## config.mk

```make
export PLATFORM = sky130hd
export DESIGN_NAME = tx_fire_sequencer
export DESIGN_NICKNAME = d
export VERILOG_FILES = /design/src/rtl/tx_fire_sequencer_pkg.sv /design/src/rtl/tx_fire_sequencer_ack_mon.sv /design/src/rtl/tx_fire_sequencer.sv
export SDC_FILE = /design/constraint.sdc
export NUM_CORES = 1
export LEC_CHECK = 0
export ABC_AREA = 1
export BUFFER_PORTS_ARGS = -buffer_cell sky130_fd_sc_hd__clkbuf_2
export CORE_MARGIN = 2
export CORE_UTILIZATION = 38
export CTS_BUF_LIST = sky130_fd_sc_hd__clkbuf_16
export CTS_CLUSTER_SIZE = 24
export DETAILED_ROUTE_END_ITERATION = 10
export PLACE_DENSITY = 0.63
export SLEW_MARGIN = 20
export SYNTH_ARGS = -nofsm -noshare
export SYNTH_HDL_FRONTEND = slang
export SYNTH_SLANG_ARGS = --single-unit
```

## constraint.sdc

```tcl
create_clock -name txCLK -period 2.6 [get_ports txCLK]
set_clock_uncertainty 0.05 [all_clocks]
set_input_delay 0.26 -clock txCLK [delete_from_list [all_inputs] [get_ports txCLK]]
set_output_delay 0.26 -clock txCLK [all_outputs]
set_load 0.005 [all_outputs]
```

## src/rtl/tx_fire_sequencer_pkg.sv

```systemverilog
// Shared definitions for the transmit fire sequencer and the output controller.
package tx_fire_sequencer_pkg;

    // Default charge-time width; it must match the controller's charge-time inputs.
    localparam int CT_W_DEF = 9;

    // Command codes understood by the output controller.
    localparam logic [7:0] CMD_IDLE = 8'h00;
    localparam logic [7:0] CMD_FIRE = 8'h01;

    typedef enum logic [1:0] {
        ST_IDLE = 2'd0,
        ST_FIRE = 2'd1,
        ST_GAP  = 2'd2,
        ST_DONE = 2'd3
    } state_e;

endpackage

```

## src/rtl/tx_fire_sequencer_ack_mon.sv

```systemverilog
// Per-shot ADC handshake tracker: a shot is acknowledged once the trigger
// line has been seen high and then low again while FIRE is being driven.
module adc_ack_monitor (
    input  logic clk_i,
    input  logic rst_ni,
    input  logic clear_i,
    input  logic shot_start_i,
    input  logic eval_i,
    input  logic fire_i,
    input  logic trig_i,
    output logic ack_ok_o
);

    logic saw_hi_q;
    logic ack_ok_q;

    // Track the high-then-low pattern; the evaluation cycle also clears for the next shot.
    always_ff @(posedge clk_i or negedge rst_ni) begin
        if (!rst_ni) begin
            saw_hi_q <= 1'b0;
            ack_ok_q <= 1'b0;
        end else if (clear_i || shot_start_i || eval_i) begin
            saw_hi_q <= 1'b0;
            ack_ok_q <= 1'b0;
        end else if (fire_i) begin
            if (trig_i) begin
                saw_hi_q <= 1'b1;
            end else if (saw_hi_q) begin
                ack_ok_q <= 1'b1;
            end
        end
    end

    assign ack_ok_o = ack_ok_q;

endmodule

```

## src/rtl/tx_fire_sequencer.sv

```systemverilog
// Turns one start request into a train of fire shots at a programmed period.
//   state   | meaning
//   IDLE    | waiting for iStart; outputs hold results of the last sequence
//   FIRE    | FIRE command driven, pcnt 0..FIRE_HOLD-1 of the current shot
//   GAP     | IDLE command driven, pcnt FIRE_HOLD..P-1 of the current shot
//   DONE    | end-of-sequence report (oDone pulse), then back to IDLE
module tx_fire_sequencer
    import tx_fire_sequencer_pkg::*;
#(
    parameter int CT_W       = CT_W_DEF,
    parameter int SHOT_W     = 16,
    parameter int PER_W      = 24,
    parameter int FIRE_HOLD  = 520,
    parameter int MIN_PERIOD = FIRE_HOLD + 2
) (
    input  logic              txCLK,
    input  logic              txRESETn,
    input  logic              iStart,
    input  logic              iAbort,
    input  logic [SHOT_W-1:0] iNumShots,
    input  logic [PER_W-1:0]  iPeriod,
    input  logic [CT_W-1:0]   iChargeTime1,
    input  logic [CT_W-1:0]   iChargeTime2,
    input  logic              iADCTriggerLine,
    output logic [7:0]        oControlComms,
    output logic [CT_W-1:0]   oChargeTime1,
    output logic [CT_W-1:0]   oChargeTime2,
    output logic              oBusy,
    output logic              oDone,
    output logic              oAborted,
    output logic [SHOT_W-1:0] oShotCount,
    output logic              oAckMiss
);

    state_e            state_q, state_d;
    logic [PER_W-1:0]  pcnt_q, pcnt_d;
    logic [PER_W-1:0]  per_q, per_d;
    logic [SHOT_W-1:0] nshot_q, nshot_d;
    logic [SHOT_W-1:0] cnt_q, cnt_d;
    logic [CT_W-1:0]   ct1_q, ct1_d;
    logic [CT_W-1:0]   ct2_q, ct2_d;
    logic [7:0]        cmd_q, cmd_d;
    logic              busy_q, busy_d;
    logic              done_q, done_d;
    logic              aborted_q, aborted_d;
    logic              miss_q, miss_d;
    logic              start_shot;
    logic              ack_ok;
    logic              abort_now;
    logic              fire_end;
    logic              gap_end;
    logic [SHOT_W-1:0] cnt_inc;
    logic [PER_W-1:0]  per_clamp;

    assign abort_now = iAbort && ((state_q == ST_FIRE) || (state_q == ST_GAP));
    assign fire_end  = (state_q == ST_FIRE) && (pcnt_q == PER_W'(FIRE_HOLD - 1));
    assign gap_end   = (state_q == ST_GAP) && (pcnt_q == per_q - PER_W'(1));
    assign cnt_inc   = cnt_q + SHOT_W'(1);
    assign per_clamp = (iPeriod < PER_W'(MIN_PERIOD)) ? PER_W'(MIN_PERIOD) : iPeriod;

    adc_ack_monitor u_ack_mon (
        .clk_i        (txCLK),
        .rst_ni       (txRESETn),
        .clear_i      ((state_q == ST_IDLE) || (state_q == ST_DONE) || abort_now),
        .shot_start_i (start_shot),
        .eval_i       (fire_end),
        .fire_i       (state_q == ST_FIRE),
        .trig_i       (iADCTriggerLine),
        .ack_ok_o     (ack_ok)
    );

    // Sequencing: abort has priority over the shot timing in FIRE and GAP.
    always_comb begin
        state_d    = state_q;
        pcnt_d     = pcnt_q;
        per_d      = per_q;
        nshot_d    = nshot_q;
        cnt_d      = cnt_q;
        ct1_d      = ct1_q;
        ct2_d      = ct2_q;
        cmd_d      = cmd_q;
        busy_d     = busy_q;
        done_d     = 1'b0;
        aborted_d  = aborted_q;
        miss_d     = miss_q;
        start_shot = 1'b0;
        case (state_q)
            ST_IDLE: begin
                if (iStart) begin
                    nshot_d   = iNumShots;
                    per_d     = per_clamp;
                    ct1_d     = iChargeTime1;
                    ct2_d     = iChargeTime2;
                    cnt_d     = '0;
                    miss_d    = 1'b0;
                    aborted_d = 1'b0;
                    busy_d    = 1'b1;
                    pcnt_d    = '0;
                    if (iNumShots == '0) begin
                        state_d = ST_DONE;
                    end else begin
                        state_d    = ST_FIRE;
                        cmd_d      = CMD_FIRE;
                        start_shot = 1'b1;
                    end
                end
            end
            ST_FIRE, ST_GAP: begin
                if (abort_now) begin
                    state_d   = ST_DONE;
                    cmd_d     = CMD_IDLE;
                    busy_d    = 1'b0;
                    done_d    = 1'b1;
                    aborted_d = 1'b1;
                end else if (fire_end) begin
                    state_d = ST_GAP;
                    cmd_d   = CMD_IDLE;
                    pcnt_d  = pcnt_q + PER_W'(1);
                    if (!ack_ok) begin
                        miss_d = 1'b1;
                    end
                end else if (gap_end) begin
                    cnt_d = cnt_inc;
                    if (cnt_inc == nshot_q) begin
                        state_d = ST_DONE;
                        busy_d  = 1'b0;
                        done_d  = 1'b1;
                    end else begin
                        state_d    = ST_FIRE;
                        cmd_d      = CMD_FIRE;
                        pcnt_d     = '0;
                        start_shot = 1'b1;
                    end
                end else begin
                    pcnt_d = pcnt_q + PER_W'(1);
                end
            end
            ST_DONE: begin
                // A zero-shot request arrives here with the pulse still to be issued.
                if (!done_q) begin
                    done_d = 1'b1;
                    busy_d = 1'b0;
                end else begin
                    state_d = ST_IDLE;
                end
            end
            default: state_d = ST_IDLE;
        endcase
    end

    // State and output registers.
    always_ff @(posedge txCLK or negedge txRESETn) begin
        if (!txRESETn) begin
            state_q   <= ST_IDLE;
            pcnt_q    <= '0;
            per_q     <= '0;
            nshot_q   <= '0;
            cnt_q     <= '0;
            ct1_q     <= '0;
            ct2_q     <= '0;
            cmd_q     <= CMD_IDLE;
            busy_q    <= 1'b0;
            done_q    <= 1'b0;
            aborted_q <= 1'b0;
            miss_q    <= 1'b0;
        end else begin
            state_q   <= state_d;
            pcnt_q    <= pcnt_d;
            per_q     <= per_d;
            nshot_q   <= nshot_d;
            cnt_q     <= cnt_d;
            ct1_q     <= ct1_d;
            ct2_q     <= ct2_d;
            cmd_q     <= cmd_d;
            busy_q    <= busy_d;
            done_q    <= done_d;
            aborted_q <= aborted_d;
            miss_q    <= miss_d;
        end
    end

    assign oControlComms = cmd_q;
    assign oChargeTime1  = ct1_q;
    assign oChargeTime2  = ct2_q;
    assign oBusy         = busy_q;
    assign oDone         = done_q;
    assign oAborted      = aborted_q;
    assign oShotCount    = cnt_q;
    assign oAckMiss      = miss_q;

endmodule

```

### Yosys cells after proc, flatten, opt, wreduce, memory -nomap -nowiden

Index checks and enable logic that the tools add are counted.

| operators by class | value |
|---|---|
| equal/unequal tests | 23 |
| magnitude comparators | 1 |
| add/sub/neg operators | 3 |
| reductions and logical operators | 25 |
| muxes and demuxes | 61 |

Operators with widths:

| operator | count |
|---|---|
| 24-bit two-way mux | 6 |
| 16-bit two-way mux | 4 |
| 8-bit two-way mux | 6 |
| 24-bit case mux with 2 select lines | 1 |
| 16-bit case mux with 2 select lines | 1 |
| 1-bit two-way mux | 29 |
| 24-bit by 1-bit adder with 24-bit output (second input constant) | 1 |
| 24-bit by 10-bit equality test with 1-bit output (second input constant) | 1 |
| 24-bit equality test | 1 |
| 24-bit by 10-bit less-than comparator with 1-bit output (second input constant) | 1 |
| 24-bit by 1-bit subtractor with 24-bit output (second input constant) | 1 |
| 5-bit AND reduction | 4 |
| 2-bit inequality test (second input constant) | 9 |
| 16-bit by 1-bit adder with 16-bit output (second input constant) | 1 |
| 16-bit equality test | 1 |
| 16-bit logical NOT | 1 |
| 8-bit case mux with 2 select lines | 1 |
| 2-bit two-way mux | 7 |
| 4-bit by 3-bit inequality test with 1-bit output (second input constant) | 3 |
| 3-bit inequality test (second input constant) | 3 |
| 3-bit AND reduction | 3 |
| 1-bit case mux with 2 select lines | 4 |
| 2-bit nonzero test | 4 |
| 2-bit case mux with 3 select lines | 1 |
| other kinds (10) | 19 |

| word-level totals | value |
|---|---|
| bits in registers | 114 |
| logic and storage cells | 127 |
| input port bits | 63 |
| output and inout port bits | 46 |

### Depth between registers and ports, before layout

Gate-level depths: netlist of run 1.

| depth | value |
|---|---|
| depth in word-level cells | 11 |
| depth in mapped cells | 19 |
| gate-level depth less buffers | 18 |

### Hierarchy

From an unflattened synthesis of run 1, not the netlist that was laid out.

| second synthesis, totals | value |
|---|---|
| cells, all modules | 1182 |
| area, all modules | 7669.9 um^2 |

Modules (own cells, without submodules):

| module | times used | cells an instance | sequential area each (um^2) | area an instance (um^2) |
|---|---|---|---|---|
| tx_fire_sequencer | 1 | 1171 | 2627.5 | 7578.5 |
| adc_ack_monitor | 1 | 11 | 50.0 | 91.3 |

### Worst setup path after synthesis of run 1

OpenSTA, ideal clock, no wires.

| timing | value |
|---|---|
| path kind | reg2reg |
| start | register per_q[0] |
| end | register cnt_q[9], in the netlist oShotCount[9] |
| clock period less this slack | 2.211 ns |
| buffers on the path | 1 |
| library setup time | 0.118 ns |
| slack | 0.389 ns |
| arrival | 2.043 ns |
| required time | 2.432 ns |
| cell stages (with the launch flop) | 19 |
| cell sequence | dfrtp_1 inv_2 ha_1 nand2_2 nor2_4 nand2_1 nand2_1 nand2_1 nor2_1 nand3_1 nor2_1 nand2_1 nor2_2 inv_2 nand2_1 nand2_2 buf_6 nand2_1 o21ai_2 |

| between the ends | value |
|---|---|
| word-level cells in the longest chain between the ends | 5 |

RTL lines:

| item | RTL line | text |
|---|---|---|
| from (decl) | tx_fire_sequencer.sv:37 | `logic [PER_W-1:0] per_q, per_d;` |
| from (signal assigned) | tx_fire_sequencer.sv:169 | `per_q <= per_d;` |
| 24-bit by 1-bit subtractor with 24-bit output | tx_fire_sequencer.sv:57 | `assign gap_end = (state_q == ST_GAP) && (pcnt_q == per_q - PER_W'(1));` |
| 24-bit equality test | tx_fire_sequencer.sv:57 |  |
| 1-bit logical AND | tx_fire_sequencer.sv:57 |  |
| 2-bit inequality test (no line) | -- |  |
| 5-bit AND reduction (no line) | -- |  |
| to (signal assigned) | tx_fire_sequencer.sv:171 | `cnt_q <= cnt_d;` |
| to (decl) | tx_fire_sequencer.sv:39 | `logic [SHOT_W-1:0] cnt_q, cnt_d;` |

No other way between the ends.
A chain may end at the register's enable or synchronous reset.

### Worst setup path after layout of run 1

| timing | value |
|---|---|
| start | register per_q[0] |
| end | register cnt_q[4], in the netlist oShotCount[4] |

Same word-level chain as after synthesis.

==> flow_summary_export.csv, run 1 <==
group,metric,value,unit
status,run_status,"finished, final reports clean",
cells_and_area,n_fill_cell,1877,
global_route,number_of_antenna_violations_at_the_first_check_in_global_routing,0,
place,buffer_ports.inserted,101,
floorplanning,core_region_area,18830,sq um
routing,routed_wire_length_per_instance,14.44,um
clock_network,cts-buffers-inserted,9,
clock_network,clk_pin_slew_worst_paths,0.08,ns
floorplanning,rows,50,
min_path,worstHoldPathType,"primary input to flop",
setup_path,critical_path.max_stage_delay,0.43,ns
routing,drcViolationCount,0,
timing,timing.final.setup_violations,0,
setup_path,timing.critical_path.to_type,"flop",
routing,detail_route.vias_per_cell,4.914,
synthesis,synthesis.area_per_instance,6.893,sq um
cells_and_area,diodes,0,
setup_path,critPathRequiredTime,2.80,ns
clock_network,htreeDepth,3,
cells_and_area,num-nets-final,1251,
clock_network,clock_tree_from_tritoncts,"done",
routing,wl,20.87,mm
setup_path,arrival,2.72,ns
global_route,grt_pass1_vias,6356,
routing,drt_pass1_iterations,5,
place,post-dp-hpwl,15.29,mm
timing,hold_ws,0.03656,ns
place,globalplace.congestion,0.8816,
timing,report.final.slew_viol_count,0,
timing,max_freq,0.3978,GHz
synthesis,seq_area_frac_synth,0.3657,
job,cap_viol_max_count,0,
timing,final_period_minus_worst_setup_slack,2.514,ns
timing,hold_viol_final,0,
clock_network,max-clock-path-buffers,2,
synthesis,yosys_register_bits,107,
floorplanning,die_width,142.8,um
global_route,grt_util_all_layers,0.2022,
setup_path,worst_path_class_setup,"flop to flop",
timing,finalCritPeriodShare,0.9669,
cells_and_area,final_core_util,0.4747,
setup_path,critPathLaunchType,"flop",
synthesis,netlist_area,7321,sq um
pwr,power.density,968.1,nW/um^2
floorplanning,area_of_the_die,20390,sq um
pwr,static-leakage-power,0.004437,uW
global_route,grt_max_degree,71,
routing,antenna_left,0,
clock_network,clk_latency,0.36,ns
global_route,grt_overflow,0,
cells_and_area,syn2layout_area_growth,22.10,%
clock_network,cts.root.buffer_cell,"clkbuf_16",
setup_path,cp_max_fo,8,
cells_and_area,multi_input_comb_area,4283,sq um
clock_network,cts_sinks,107,
cells_and_area,layout-drive-gt1-share,0.2489,
synthesis,post_synth_num_cell_types,42,
floorplanning,die_height,142.8,um
setup_path,crit_path_cell_trace,"inv_2, ha_4, nand2_8, nor2_4, buf_12, nand3b_1, nand2_2, inv_2, nor2_2, nand2_1, nor2_2, nand2_2, nor2_4, inv_2, nand2_2, nand2_4, clkbuf_16, nand2_1, o21ai_2",
floorplanning,start_util,0.3888,
routing,drt_iter0_markers,547,
routing,via_count_of_the_routed_design,7101,
floorplanning,top_level_ports,109,
cells_and_area,seqCellArea,2688,sq um
synthesis,synthCells,1062,
pwr,ir_drop,0.5107,mV
setup_path,cell_at_the_slowest_stage_of_the_critical_path,"dfrtp_1",
timing,setup_repair_after_global_routing_missed_its_margin,"yes",
global_route,grt_pass1_wl,32.59,mm
synthesis,synth-warning-count,0,
==> cells in the mapped netlist (all sizes together) <==
library cell  count  area share
a21boi            1      0.0010
a21o              1      0.0010
a21oi             5      0.0034
a22oi             2      0.0021
a31oi             1     0.00086
and2              1     0.00086
buf              20       0.025
clkbuf           17      0.0091
conb              1     0.00051
dfrtp           107        0.37
ha                8       0.014
inv             109       0.056
nand2           395        0.21
nand3           100       0.071
nand3b            8      0.0082
nand4            22       0.019
nor2            135       0.085
nor3             13       0.010
nor4              9      0.0077
o21ai            58       0.048
o21bai            8      0.0092
o31ai             1      0.0010
or2               3      0.0026
or4               1      0.0010
xnor2            11       0.013
xor2             25       0.030
==> power by group <==
part	internal (uW)	total (uW)	switching [uW]
Sequential	2190	2740	547
Clock	670	1370	704
Combinational	1780	4540	2760
==> metrics by stage <==
step / cells / TNS (ns) / power [uW] / instance area, sq um / setup slack [ns]
finish: 1445 / 0 / 8654 / 8939 / 0.08605
global route: 1445 / -0.6761 / 9331 / 8939 / -0.04213
CTS: 1432 / -0.02079 / 7976 / 8484 / -0.01385
detailed placement: 1415 / -0.1685 / 6573 / 8175 / -0.02407
global placement: 1415 / 0 / 6515 / 8175 / 0.04626
floorplan: 1068 / 0 / 5405 / 7343 / 0.3886
==> cell type report <==
type / count / area share
tap: 260 / 0.03639
multi-input combinational: 818 / 0.4791
clock inverter: 7 / 0.006859
sequential: 107 / 0.3007
timing repair buffer: 135 / 0.1060
inverter: 109 / 0.04577
clock buffer: 9 / 0.02520
==> path summary, 6_finish.rpt <==
path                                           start                          end  slack (ns)  depth (start not counted)
max in group asynchronous                   txRESETn         per_q[3]$_DFFE_PN0P_        1.38                          3
worst min-delay path                 iChargeTime1[0]  oChargeTime1[0]$_DFFE_PN0P_        0.04                          3
worst max-delay path            per_q[0]$_DFFE_PN0P_    oShotCount[4]$_DFFE_PN0P_        0.09                         19
min in group asynchronous                   txRESETn  oChargeTime1[7]$_DFFE_PN0P_        0.34                          2
worst min register to register     oBusy$_DFFE_PN0P_            oBusy$_DFFE_PN0P_        0.43                          2
worst max register to register  per_q[0]$_DFFE_PN0P_    oShotCount[4]$_DFFE_PN0P_        0.09                         19
==> state kept, by name, indices dropped and copies added (netlist names) <==
register / flops
per_q: 24
nshot_q: 16
oDone: 1
state_q: 2
oShotCount: 16
oChargeTime1: 9
oChargeTime2: 9
pcnt_q: 24
u_ack_mon.ack_ok_o: 1
oControlComms: 1
oAborted: 1
u_ack_mon.saw_hi_q: 1
oBusy: 1
oAckMiss: 1
==> critical path: cells and delay by family, from the launching register on <==
| family | cells | cell delay, ns |
|---|---|---|
| adders and majority gates | 1 | 0.18 |
| AOI/OAI and AO/OA | 1 | 0.05 |
| DFF | 1 | 0.43 |
| and+or+nand+nor | 12 | 1.15 |
| buffers and inverters | 5 | 0.53 |
==> routing by layer <==
metal	vias up	share of wire	track usage
li1	3579	-	-
met1	3308	0.50	0.3049
met2	198	0.43	0.2988
met3	16	0.054	0.03454
met4	0	0.011	0.05263
met5	-	0	0
==> kinds of logic after synthesis <==
family | Yosys count | share of synthesized area
XOR/XNOR | 36 | 0.04307
buffers and inverters | 146 | 0.09024
adder cells (fa/ha/maj) | 8 | 0.01367
other | 1 | 0.0005122
flip-flops | 107 | 0.3657
AO/OA/AOI/OAI | 77 | 0.06648
AND/OR/NAND/NOR | 687 | 0.4203
==> layout by cell type, fill, tap and decap left out, types with 3 or more instances in the layout <==
master and instances:
nor4_1 9, nor2_2 22, o21bai_1 6, nand2_4 3, buf_12 8, nand3_4 3
o21ai_0 40, nand2_2 49, nand4_1 22, clkbuf_16 13, inv_1 103, dfrtp_1 99
nand3_2 5, o21ai_2 16, conb_1 7, a21oi_1 5, inv_8 3, xnor2_1 10
xor2_1 25, nand3b_1 8, nor3_1 11, inv_2 6, clkbuf_2 100, nand3_1 92
nand2_1 342, nor2_1 93, buf_4 19, nor2_4 22, dfrtp_2 8, buf_6 3
ha_1 5
==> repair_timing <==
| item | in CTS | in global routing |
|---|---|---|
| hold endpoints to repair | 33 | 0 |
| pin swaps | 2 | 28 |
| hold buffers | 1 | 0 |
| cloned | 0 | 7 |
| gates resized for setup | 4 | 81 |
| buffers inserted | 0 | 6 |
| endpoints found under the setup margin | 41 | 47 |
Note: power is estimated with default switching activity, not from simulation.
==> run 2, diff against run 1 <==
CORE_UTILIZATION = 34   (was 38)
PLACE_DENSITY = 0.58   (was 0.63)
==> run 2 against run 1 <==
  * Via count decreased by 0.11%
  * Critical path depth down 2
  * Count of clock-buffer cells in the layout stayed put
  * Cell area shrank 1.7%
  * Total power fell by 3.5%
  * Sequential power hardly changed
  * Non-clock buffer count increased by 1
  * Utilization fell by 5.8 points
  * Largest cell class unchanged
==> flow_summary_export.csv, run 2 (same netlist as run 1, synthesis figures left out) <==
group,metric,value,unit
floorplanning,rows,53,
place,post-dp-hpwl,15.75,mm
clock_network,cts-buffers-inserted,9,
clock_network,clk_pin_slew_worst_paths,0.08,ns
cells_and_area,final_common_cell,"nand2_1",
timing,finalCritPeriodShare,0.9724,
place,place_worst_setup_slack,-0.05775,ns
routing,routed_wire_length_per_instance,14.45,um
cells_and_area,layout-drive-gt1-share,0.2334,
setup_path,cp_max_fo,16,
timing,final_period_minus_worst_setup_slack,2.528,ns
floorplanning,start_util,0.3472,
clock_network,cts.root.buffer_cell,"clkbuf_16",
setup_path,worst_path_class_setup,"flop to flop",
global_route,grt_util_all_layers,0.1898,
min_path,worstHoldPathType,"primary input to flop",
routing,drt_pass1_iterations,5,
timing,report.final.slew_viol_count,0,
setup_path,cp_num_buf_inv,5,
cells_and_area,diodes,0,
floorplanning,top_level_ports,109,
clock_network,clock_tree_from_tritoncts,"done",
cells_and_area,layoutNonFillerInstCount,1462,
cells_and_area,biggestRegsByFlops,"pcnt_q: 24 flops, per_q: 24 flops",
timing,worstMarginPinSlew,0.5723,ns
routing,drcViolationCount,0,
setup_path,crit_path_cell_trace,"inv_2, buf_4, nand2_2, nor2_4, buf_4, a21o_1, nand2_1, nor2_2, nand2_1, nor2_2, nand2_2, nor2_4, inv_2, nand2_2, nand2_4, clkbuf_16, o21ai_2",
cells_and_area,syn2layout_area_growth,20.00,%
clock_network,htreeDepth,3,
pwr,ir_drop,0.5967,mV
global_route,number_of_antenna_violations_at_the_first_check_in_global_routing,0,
clock_network,max-clock-path-buffers,2,
setup_path,cell_at_the_slowest_stage_of_the_critical_path,"dfrtp_1",
pwr,power.density,950.8,nW/um^2
cells_and_area,num-nets-final,1253,
setup_path,critPathRequiredTime,2.84,ns
setup_path,timing.critical_path.mode_cell,"nand2_2",
routing,via_count_of_the_routed_design,7093,
global_route,grt_pass1_vias,6522,
timing,setup_slack,0.07180,ns
status,run_status,"finished, final reports clean",
routing,drt_iter0_markers,424,
floorplanning,die_height,150.7,um
floorplanning,area_of_the_die,22720,sq um
place,buffer_ports.inserted,101,
place,globalplace.congestion,0.8849,
setup_path,timing.critical_path.to_type,"flop",
global_route,grt_max_degree,45,
floorplanning,die_width,150.7,um
cells_and_area,final_area,8785,sq um
pwr,static-leakage-power,0.004384,uW
routing,detail_route.vias_per_cell,4.852,
clock_network,clk_latency,0.36,ns
job,cap_viol_max_count,0,
timing,max_freq,0.3955,GHz
floorplanning,core_region_area,21090,sq um
routing,wl,21.13,mm
setup_path,critPathLaunchType,"flop",
place,dp_cells,1433,
timing,max_slew_margin,0.6185,
cells_and_area,most-common-layout-cells,"nand2_1, inv_1, clkbuf_2, dfrtp_1, nor2_1",
setup_path,critical_path.max_stage_delay,0.40,ns
timing,setup_repair_after_global_routing_missed_its_margin,"yes",
clock_network,cts_sinks,107,
timing,hold_viol_final,0,
timing,timing.final.setup_violations,0,
routing,antenna_left,0,
global_route,grt_overflow,0,
setup_path,arrival,2.76,ns
setup_path,crit_family,"simple AND/OR/NAND/NOR gates",
global_route,grt_pass1_wl,33.82,mm
place,dpl-instance-area,8217,sq um
## run 2: layout make-up
cell class	count	area (sq um)
clock buffers	9	225.2
clock inverters	7	52.55
fillers	2220	12300
well taps	275	344.1
flip-flops and latches	107	2689
repair buffers	136	865.8
inverters	109	409.1
multi-input cells	819	4199
## run 2: layer usage
layer	wire length (um)	track usage	up-vias
li1	-	-	3591
met1	10700	0.2851	3298
met5	0	0	-
met2	8948	0.2789	184
met4	348	0.05327	0
met3	1126	0.03273	20
## run 2: what timing repair did
| action | 4_1_cts | 5_1_grt |
|---|---|---|
| setup buffers | 0 | 7 |
| gates cloned | 2 | 3 |
| resized for setup | 7 | 50 |
| pin swaps | 3 | 14 |
| endpoints found under the setup margin | 44 | 47 |
| hold buffers | 1 | 0 |
| endpoints found under the hold margin | 38 | 0 |
## run 2: path summary, 6_finish.rpt
kind / start / endpoint / slack, ns / cells after the start
min in group asynchronous: txRESETn / oChargeTime2[1]$_DFFE_PN0P_ / 0.39 / 2
worst max register to register: per_q[0]$_DFFE_PN0P_ / oShotCount[7]$_DFFE_PN0P_ / 0.07 / 17
worst min-delay path: iChargeTime2[1] / oChargeTime2[1]$_DFFE_PN0P_ / 0.04 / 3
worst min register to register: oChargeTime1[2]$_DFFE_PN0P_ / oChargeTime1[2]$_DFFE_PN0P_ / 0.44 / 2
max in group asynchronous: txRESETn / per_q[6]$_DFFE_PN0P_ / 1.31 / 3
worst max-delay path: per_q[0]$_DFFE_PN0P_ / oShotCount[7]$_DFFE_PN0P_ / 0.07 / 17
## run 2: through the flow
step	utilization	total power (uW)	TNS (ns)	hold slack, ns
finish	0.4166	8352	0	0.03759
global route	0.4166	9031	-0.8263	0.04634
CTS	0.4053	8048	0	0.02447
detailed placement	0.3896	6642	-0.8341	0.2505
global placement	0.3896	6599	-0.2290	0.2404
floorplan	-	5405	0	-0.08559
## run 2: tightest hold or removal path: stages
cell and delay [ns]:
clkbuf_2 0.07, nand2_1 0.04, nand2_1 0.04
## run 2: where the power goes
group | switching (uW) | internal, uW
clock | 674 | 656
sequential | 567 | 2200
combinational | 2650 | 1610
